## src/rtl/dp_ram_pkg.sv

```systemverilog
// Shared constants and FSM encoding for the 8-entry dual-port byte RAM and its write/read sequencers.
package dp_ram_pkg;

  localparam int DP_RAM_DEPTH  = 8;
  localparam int DP_RAM_DATA_W = 8;
  localparam int DP_RAM_ADDR_W = 4;

  typedef enum logic [0:0] {
    FILL     = 1'b0,
    WAIT_ACK = 1'b1
  } wr_state_e;

endpackage

```

## src/rtl/dp_ram_writer.sv

```systemverilog
// Write-side sequencer: packs a valid/ready byte stream into RAM blocks of up to DEPTH bytes,
// then holds off the stream until the read side releases the buffer.
module dp_ram_writer
  import dp_ram_pkg::*;
#(
  parameter int DATA_W = DP_RAM_DATA_W,
  parameter int ADDR_W = DP_RAM_ADDR_W,
  parameter int DEPTH  = DP_RAM_DEPTH
) (
  input  logic              w_clk,
  input  logic              w_rst,
  input  logic              s_valid,
  input  logic [DATA_W-1:0] s_data,
  input  logic              s_last,
  output logic              s_ready,
  input  logic              blk_ack,
  output logic              w_en,
  output logic [ADDR_W-1:0] w_addr,
  output logic [DATA_W-1:0] w_data,
  output logic              blk_done,
  output logic [ADDR_W-1:0] blk_len,
  output logic [7:0]        blk_cnt
);

  wr_state_e         r_state;
  logic [ADDR_W-1:0] r_wr_ptr;
  logic              r_w_en;
  logic [ADDR_W-1:0] r_w_addr;
  logic [DATA_W-1:0] r_w_data;
  logic              r_blk_done;
  logic [ADDR_W-1:0] r_blk_len;
  logic [7:0]        r_blk_cnt;

  logic w_accept;
  logic w_blk_end;

  // Ready is forced low while reset is held so nothing is accepted during reset.
  assign s_ready   = (r_state == FILL) && !w_rst;
  assign w_accept  = s_valid && s_ready;
  assign w_blk_end = s_last || (r_wr_ptr == ADDR_W'(DEPTH - 1));

  always_ff @(posedge w_clk) begin
    if (w_rst) begin
      r_state    <= FILL;
      r_wr_ptr   <= '0;
      r_w_en     <= 1'b0;
      r_w_addr   <= '0;
      r_w_data   <= '0;
      r_blk_done <= 1'b0;
      r_blk_len  <= '0;
      r_blk_cnt  <= '0;
    end else begin
      r_w_en     <= 1'b0;
      r_blk_done <= 1'b0;
      case (r_state)
        FILL: begin
          if (w_accept) begin
            r_w_en   <= 1'b1;
            r_w_addr <= r_wr_ptr;
            r_w_data <= s_data;
            if (w_blk_end) begin
              r_blk_done <= 1'b1;
              r_blk_len  <= r_wr_ptr + ADDR_W'(1);
              r_blk_cnt  <= r_blk_cnt + 8'd1;
              r_wr_ptr   <= '0;
              r_state    <= WAIT_ACK;
            end else begin
              r_wr_ptr <= r_wr_ptr + ADDR_W'(1);
            end
          end
        end
        WAIT_ACK: begin
          // Ack is sampled only here, so a level held through FILL cannot skip the wait.
          if (blk_ack) r_state <= FILL;
        end
        default: r_state <= FILL;
      endcase
    end
  end

  assign w_en     = r_w_en;
  assign w_addr   = r_w_addr;
  assign w_data   = r_w_data;
  assign blk_done = r_blk_done;
  assign blk_len  = r_blk_len;
  assign blk_cnt  = r_blk_cnt;

endmodule

```

## config.mk

```make
export PLATFORM = sky130hd
export DESIGN_NAME = dp_ram_writer
export DESIGN_NICKNAME = d
export VERILOG_FILES = /design/src/rtl/dp_ram_pkg.sv /design/src/rtl/dp_ram_writer.sv
export SDC_FILE = /design/constraint.sdc
export NUM_CORES = 1
export LEC_CHECK = 0
export CORE_MARGIN = 2
export CORE_UTILIZATION = 38
export CTS_BUF_LIST = sky130_fd_sc_hd__clkbuf_4
export CTS_CLUSTER_DIAMETER = 200
export DETAILED_ROUTE_END_ITERATION = 10
export GPL_TIMING_DRIVEN = 0
export MAX_ROUTING_LAYER = met4
export PLACE_DENSITY = 0.67
export SLEW_MARGIN = 15
export SYNTH_ARGS = -nofsm -noshare
export SYNTH_HDL_FRONTEND = slang
export SYNTH_SLANG_ARGS = --single-unit
```

## constraint.sdc

```tcl
create_clock -name w_clk -period 5.3 [get_ports w_clk]
set_input_delay 1.325 -clock w_clk [delete_from_list [all_inputs] [get_ports w_clk]]
set_output_delay 1.325 -clock w_clk [all_outputs]
set_load 0.01 [all_outputs]
```

# [Word-level counts from Yosys, hierarchy flattened]
# Index checks and enable logic that the tools add are counted.
[op_classes] n_addsub=2 eq_ne=1 muxes=6 bitwise_logic=1 n_reduce_logical=7
[op_table] operator="8-bit by 1-bit adder with 8-bit output, second input constant" count=1
[op_table] operator="4-bit by 1-bit adder with 4-bit output, second input constant" count=1
[op_table] operator="4-bit by 3-bit equality test with 1-bit output, second input constant" count=1
[op_table] operator="1-bit two-way mux" count=4
[op_table] operator="4-bit two-way mux" count=1
[op_table] operator="3-bit AND reduction" count=1
[op_table] operator="1-bit logical AND" count=2
[op_table] operator="1-bit one-hot mux with 2 select lines" count=1
[op_table] operator="2-bit AND reduction" count=1
[op_table] operator="2-bit OR reduction" count=1
[op_table] operator="1-bit zero test" count=1
[op_table] operator="1-bit logical OR" count=1
[op_table] operator="1-bit NOT" count=1
[totals] regBits=31 inputBits=13 output_inout_bits=27 wordCells=25

# [Longest topological paths before layout]
# Gate-level depths: netlist (run 1).
[depth] ltp_word=5 ltp_mapped=7 mapped_depth_nobuf=5

# [Worst setup path before layout (run 1)]
# OpenSTA, ideal clock, no wires.
[synth_path] path_type="input to output" startpoint="in w_rst" endpoint="out s_ready" arrival_time_ns=1.897 required_time_ns=3.975 slack_ns=2.078 path_stages=3 path_buffers=2 cell_sequence="clkbuf_1 clkbuf_1 nor2_1"
[synth_via] elab_chain_cells=2
[synth_lines] element="start, declared" line="dp_ram_writer.sv:11" source="input logic w_rst,"
[synth_lines] element="1-bit zero test" line="dp_ram_writer.sv:38" source="assign s_ready = (r_state == FILL) && !w_rst;"
[synth_lines] element="1-bit logical AND" line="dp_ram_writer.sv:38"
[synth_lines] element="end, declared" line="dp_ram_writer.sv:15" source="output logic s_ready,"
# Every way passes these cells.

# [Worst setup path in the final report (run 1)]
# Same ends and word-level chain as after synthesis.

==> results of run 1 <==
cells in the final DEF (no fill, tap or decap), drive strengths merged:
cell type,instances
nor4,1
nand2,30
o31ai,1
o211ai,3
ha,2
or2,1
and3b,1
or3,1
clkinv,3
xnor2,1
a32oi,1
clkdlybuf4s50,38
a21oi,8
nor2,14
and4,1
or3b,1
o21ai,4
and3,1
bufinv,1
inv,1
or4,2
nand3b,11
mux2i,4
nor4bb,1
dfxtp,31
xor2,5
clkbuf,10
nand2b,2
buf,4
nand3,3
registers in the layout (all words and copies together), names as in the netlist:
signal    flops
blk_cnt       8
blk_done      1
blk_len       4
r_state       1
r_wr_ptr      4
w_addr        4
w_data        8
w_en          1
critical path: stages:
cell             delay [ps]
clkdlybuf4s50_1         550
clkbuf_1                290
clkbuf_1                410
nor2_1                   70
clkdlybuf4s50_1         490
how the worst min path moves through the flow:
| stage | to | slack, ps |
|---|---|---|
| finish | blk_len[0] | 450 |
| global route | blk_len[0] | 500 |
| global placement | blk_len[0] | 440 |
| floorplan | w_addr[1] | 450 |
| detailed placement | blk_len[0] | 450 |
| CTS | blk_len[0] | 460 |
power by group through the flow:
stage	clock network (mW)	registers [mW]	logic, mW
6_report	0.178	0.244	0.0496
2_1_floorplan	0	0.252	0.0202
5_1_grt	0.198	0.246	0.0546
3_5_place_dp	0	0.250	0.0501
4_1_cts	0.182	0.245	0.0503
3_3_place_gp	0	0.250	0.0495
stage by stage:
step | instance area (sq um) | hold slack, ps | util, % | power (mW)
2_1_floorplan | 1270 | 448 | - | 0.273
3_3_place_gp | 1700 | 442 | 54.8 | 0.299
3_5_place_dp | 1700 | 447 | 54.8 | 0.300
4_1_cts | 1780 | 462 | 57.3 | 0.477
5_1_grt | 1780 | 497 | 57.3 | 0.498
6_report | 1780 | 455 | 57.3 | 0.472
kinds of logic (layout without fill, tap and decap cells):
group / count (synthesis) / after routing
fa+ha+maj: 2 / 2
flops: 31 / 31
mux: 4 / 4
xor+xnor: 6 / 6
buf+inv: 11 / 57
compound gates: 17 / 17
simple gates: 70 / 70
layer usage:
| layer | part of all wire [%] | up-vias | GRT usage, % |
|---|---|---|---|
| met5 | 0 | - | - |
| met4 | 1.5 | 0 | 5.47 |
| met3 | 4.8 | 6 | 6.83 |
| met2 | 45 | 23 | 23.6 |
| met1 | 49 | 496 | 20.7 |
| li1 | - | 565 | - |
final cells by class:
cell class              instances  area (sq um)  area share [%]
plain buffers                   9          47.5            2.67
clock buffers                   5          37.5            2.11
clock inverters                 3          38.8            2.18
inverters                       2          12.5           0.704
multi-input cells              99           586            32.9
flip-flops and latches         31           621            34.9
well taps                      44          55.1            3.10
repair buffers                 38           380            21.4
==> flow_summary.json, run 1 <==
{
  "dp_slack_ps": 804,
  "final-setup-viol-count": 0,
  "switching_share_pct": 22.7,
  "relSlewSlack_pct": 67.2,
  "yosysUniqueCellTypes": 32,
  "timing.rr.end": "blk_cnt[6]",
  "final_cell_count_no_fill": 231,
  "drt-initial-drc-count": 21,
  "post_drt_wl_per_cell_um": 11.7,
  "place_congestion": 0.758,
  "clock-root-buffer": "clkbuf_4",
  "yosys_warnings": 0,
  "setup_tns_ps": 0,
  "first_pass_iters": 4,
  "status": "finished, final reports clean",
  "track_usage_pct": 16.4,
  "cts-hold-fix-buffers": 0,
  "p_int_uw": 364,
  "synth_top_family_by_area": "simple AND/OR/NAND/NOR gates",
  "power_density_mw_per_mm2": 265,
  "ys.flop_type": "dfxtp_1",
  "port_buffers": 38,
  "fin_ws_ps": 846,
  "insertion_delay_ps": 330,
  "grt_pass1_vias": 979,
  "cap_violations": 0,
  "ys_ff_latch": 31,
  "num_rows": 20,
  "netlist_area_sq_mm": 0.00127,
  "synth_compound_area_share_pct": 9.19,
  "antenna_found_initial": 0,
  "dpl.hpwl_um": 1960,
  "synth_area_leaders": "dfxtp_1 49%, nand2_1 8.9%, nand3b_1 6.5%, nor2_1 4.2%, xor2_1 3.5%",
  "drt.antenna.violating_nets": 0,
  "grt_overflow": 0,
  "start_kind": "primary input",
  "yosysSeqAreaShare_pct": 49.0,
  "wl_um": 2700,
  "synth_most_common_cell": "dfxtp_1",
  "layout.nets": 201,
  "synth-simple-area-share_pct": 27.8,
  "crit_arrival_ps": 3130,
  "syn_area_per_cell_sq_um": 8.98,
  "drv_slew": 0,
  "drive_above_1_share_pct": 8.02,
  "dieWidth_um": 61.7,
  "pwr-share-comb_pct": 10.5,
  "fillers": 323,
  "hold_viol_final": 0,
  "hp-class": "reg2reg",
  "clk_pin_slew_ps": 100,
  "cts_tree": "done",
  "crit_type": "in2out",
  "h-tree-depth": 2,
  "end_kind": "primary output",
  "die_area_sq_mm": 0.00381,
  "hp-start": "blk_len[0]",
  "syn2layout_area_growth_pct": 40.4,
  "muxShareOfSynthArea_pct": 3.16,
  "tightest_slew_ps": 492,
  "fin_worst_skew_ps": 10.2,
  "core_area_sq_mm": 0.00310,
  "r2r_slack_ps": 3400,
  "crit_end": "s_ready",
  "fmax_mhz": 225,
  "p_seq_share_pct": 51.8,
  "cts_setup_buffers": 0,
  "synth_top_cell_area_share_pct": 49.0,
  "synthTopCellsByCount": "31 x dfxtp_1, 30 x nand2_1, 14 x nor2_1",
  "boundaryPins": 40,
  "crit_start": "w_rst",
  "dieHeight_um": 61.7,
  "yosys.area.top_type": "dfxtp_1",
  "whs_path_depth": 2,
  "post-route-drc-count": 0,
  "initial_utilization_pct": 40.8,
  "grt_max_degree": 11,
  "syn-num-nets": 156,
  "diodes": 0,
  "period_minus_slack_ps": 4450,
  "cts_buffers": 5,
  "power_switching_uw": 107,
  "cts.path.max_buffers": 2,
  "pwr-share-clk_pct": 37.7,
  "max-vdd-ir-drop_uv": 194,
  "p_leak_nw": 0.726,
  "syn-instance-count": 141,
  "grt_pass1_wl_um": 4350,
  "timing.rr.start": "r_wr_ptr[0]",
  "clock-sinks": 31,
  "r2r_cells": 6,
  "finalCritPeriodShare_pct": 84.0,
  "synthAdderAreaFrac_pct": 1.98,
  "synth_edf_count": 0,
  "synthXorXnorAreaFrac_pct": 4.15,
  "critPathRequiredTime_ps": 3970,
  "vias": 1090,
  "placed_cells": 223,
  "viasPerCell": 4.72,
  "grt_setup_unrepaired": "false",
  "cts_resized": 0,
  "critPathMaxFanout": 10,
  "synthArstFlopShare_pct": 0
}
Note: power is estimated with default switching activity, not from simulation.
==> run 2, diff against run 1 <==
- clock period: 5.3 -> 4.21 ns (I/O delays scaled with it)
==> results of run 2 <==
The final DEF is identical to that of run 1. Status: finished, final reports clean.
Among the figures that moved: setup slack after placement 804 ps -> 259 ps; setup slack after layout 846 ps -> 301 ps; register-to-register setup slack 3400 ps -> 2310 ps; total power 0.472 mW -> 0.594 mW; worst IR drop on VDD 194 uV -> 245 uV
==> run 3, diff against run 2 <==
- PLACE_DENSITY: 0.67 -> 0.7
==> flow_summary.json, run 3 (same netlist as run 1, synthesis figures left out) <==
{
  "status": "finished, final reports clean",
  "core_area_sq_mm": 0.00310,
  "relSlewSlack_pct": 67.0,
  "hp-start": "blk_len[0]",
  "timing.rr.end": "blk_cnt[6]",
  "crit_type": "in2out",
  "place_congestion": 0.733,
  "cap_violations": 0,
  "drv_slew": 0,
  "antenna_found_initial": 0,
  "track_usage_pct": 15.9,
  "grt_setup_unrepaired": "false",
  "power_density_mw_per_mm2": 302,
  "final_common_cell": "clkdlybuf4s50_1",
  "hold_viol_final": 0,
  "min_delay_worst_endpoint": "blk_len[0]",
  "end_kind": "primary output",
  "layout.nets": 201,
  "critPathRequiredTime_ps": 3160,
  "p_leak_nw": 0.715,
  "dpl.hpwl_um": 1930,
  "h-tree-depth": 2,
  "dieWidth_um": 61.7,
  "placed_area_sq_mm": 0.00170,
  "first_pass_iters": 4,
  "num_rows": 20,
  "cts.path.max_buffers": 2,
  "whs_path_depth": 2,
  "grt_overflow": 0,
  "cts_setup_buffers": 0,
  "start_kind": "primary input",
  "drt-initial-drc-count": 16,
  "period_minus_slack_ps": 3910,
  "mostFrequentLayoutCells": "38 x clkdlybuf4s50_1, 31 x dfxtp_1, 30 x nand2_1, 14 x nor2_1, 11 x nand3b_1",
  "wl_um": 2620,
  "crit_arrival_ps": 2860,
  "cts_resized": 0,
  "clock-root-buffer": "clkbuf_4",
  "fin_util_pct": 56.5,
  "r2r_cells": 6,
  "fillers": 315,
  "syn2layout_area_growth_pct": 38.5,
  "fin_worst_skew_ps": 9.40,
  "post_drt_wl_per_cell_um": 11.4,
  "dieHeight_um": 61.7,
  "final-setup-viol-count": 0,
  "diodes": 0,
  "initial_utilization_pct": 40.8,
  "hp-class": "reg2reg",
  "insertion_delay_ps": 320,
  "post-route-drc-count": 0,
  "viasPerCell": 4.70,
  "clock-sinks": 31,
  "total_power_uw": 530,
  "r2r_slack_ps": 2350,
  "tightest_slew_ps": 495,
  "max-vdd-ir-drop_uv": 160,
  "cts_tree": "done",
  "die_area_sq_mm": 0.00381,
  "drt.antenna.violating_nets": 0,
  "setup_tns_ps": 0,
  "port_buffers": 38,
  "clk_pin_slew_ps": 90,
  "timing.rr.start": "r_wr_ptr[0]",
  "final_cell_area_sq_mm": 0.00175,
  "grt_pass1_wl_um": 4260,
  "cts_buffers": 5,
  "fmax_mhz": 256,
  "boundaryPins": 40,
  "drive_above_1_share_pct": 7.49,
  "critPathMaxFanout": 10,
  "cts-hold-fix-buffers": 0,
  "finalCritPeriodShare_pct": 92.9,
  "vias": 1086,
  "grt_pass1_vias": 982,
  "grt_max_degree": 11
}
## run 3: cell type report
class | instances | area, sq um | share of cell area (%)
Tap cell | 44 | 55.1 | 3.14
Clock buffer | 6 | 45.0 | 2.57
Inverter | 2 | 12.5 | 0.713
Buffer | 9 | 47.5 | 2.71
Timing Repair Buffer | 38 | 380 | 21.7
Multi-Input combinational cell | 99 | 586 | 33.4
Clock inverter | 2 | 7.51 | 0.428
Sequential cell | 31 | 621 | 35.4
## run 3: where the power goes
part | switching, mW | leakage (nW) | internal [mW]
Combinational | 0.0281 | 0.432 | 0.0347
Clock | 0.0913 | 0.0307 | 0.0682
Sequential | 0.00559 | 0.252 | 0.302
Total | 0.125 | 0.715 | 0.405
## run 3: worst max path at each step
stage               start  slack [ps]      end  depth (start not counted)
global placement    w_rst         270  s_ready                          5
CTS                 w_rst         250  s_ready                          5
detailed placement  w_rst         250  s_ready                          5
finish              w_rst         300  s_ready                          5
floorplan           w_rst        1530  s_ready                          3
global route        w_rst         130  s_ready                          5
## run 3: metal layers
layer  GRT usage [%]  share of wire [%]  vias up
li1                -                  -      566
met1            19.5                 47      495
met2            23.3                 48       20
met3            6.42                4.3        5
met4            6.38                1.1        0
met5               -                  0        -
## run 3: critical path, cell delays in order
cell,delay [ps]
clkdlybuf4s50_1,540
clkbuf_1,300
clkbuf_1,410
nor2_1,70
clkdlybuf4s50_1,490
## run 3: metrics by stage
stage,cells,hold WS [ps],setup WS (ps)
5_1_grt,231,479,134
2_1_floorplan,141,448,1530
4_1_cts,231,459,245
3_5_place_dp,223,446,247
6_report,231,455,298
3_3_place_gp,223,442,268
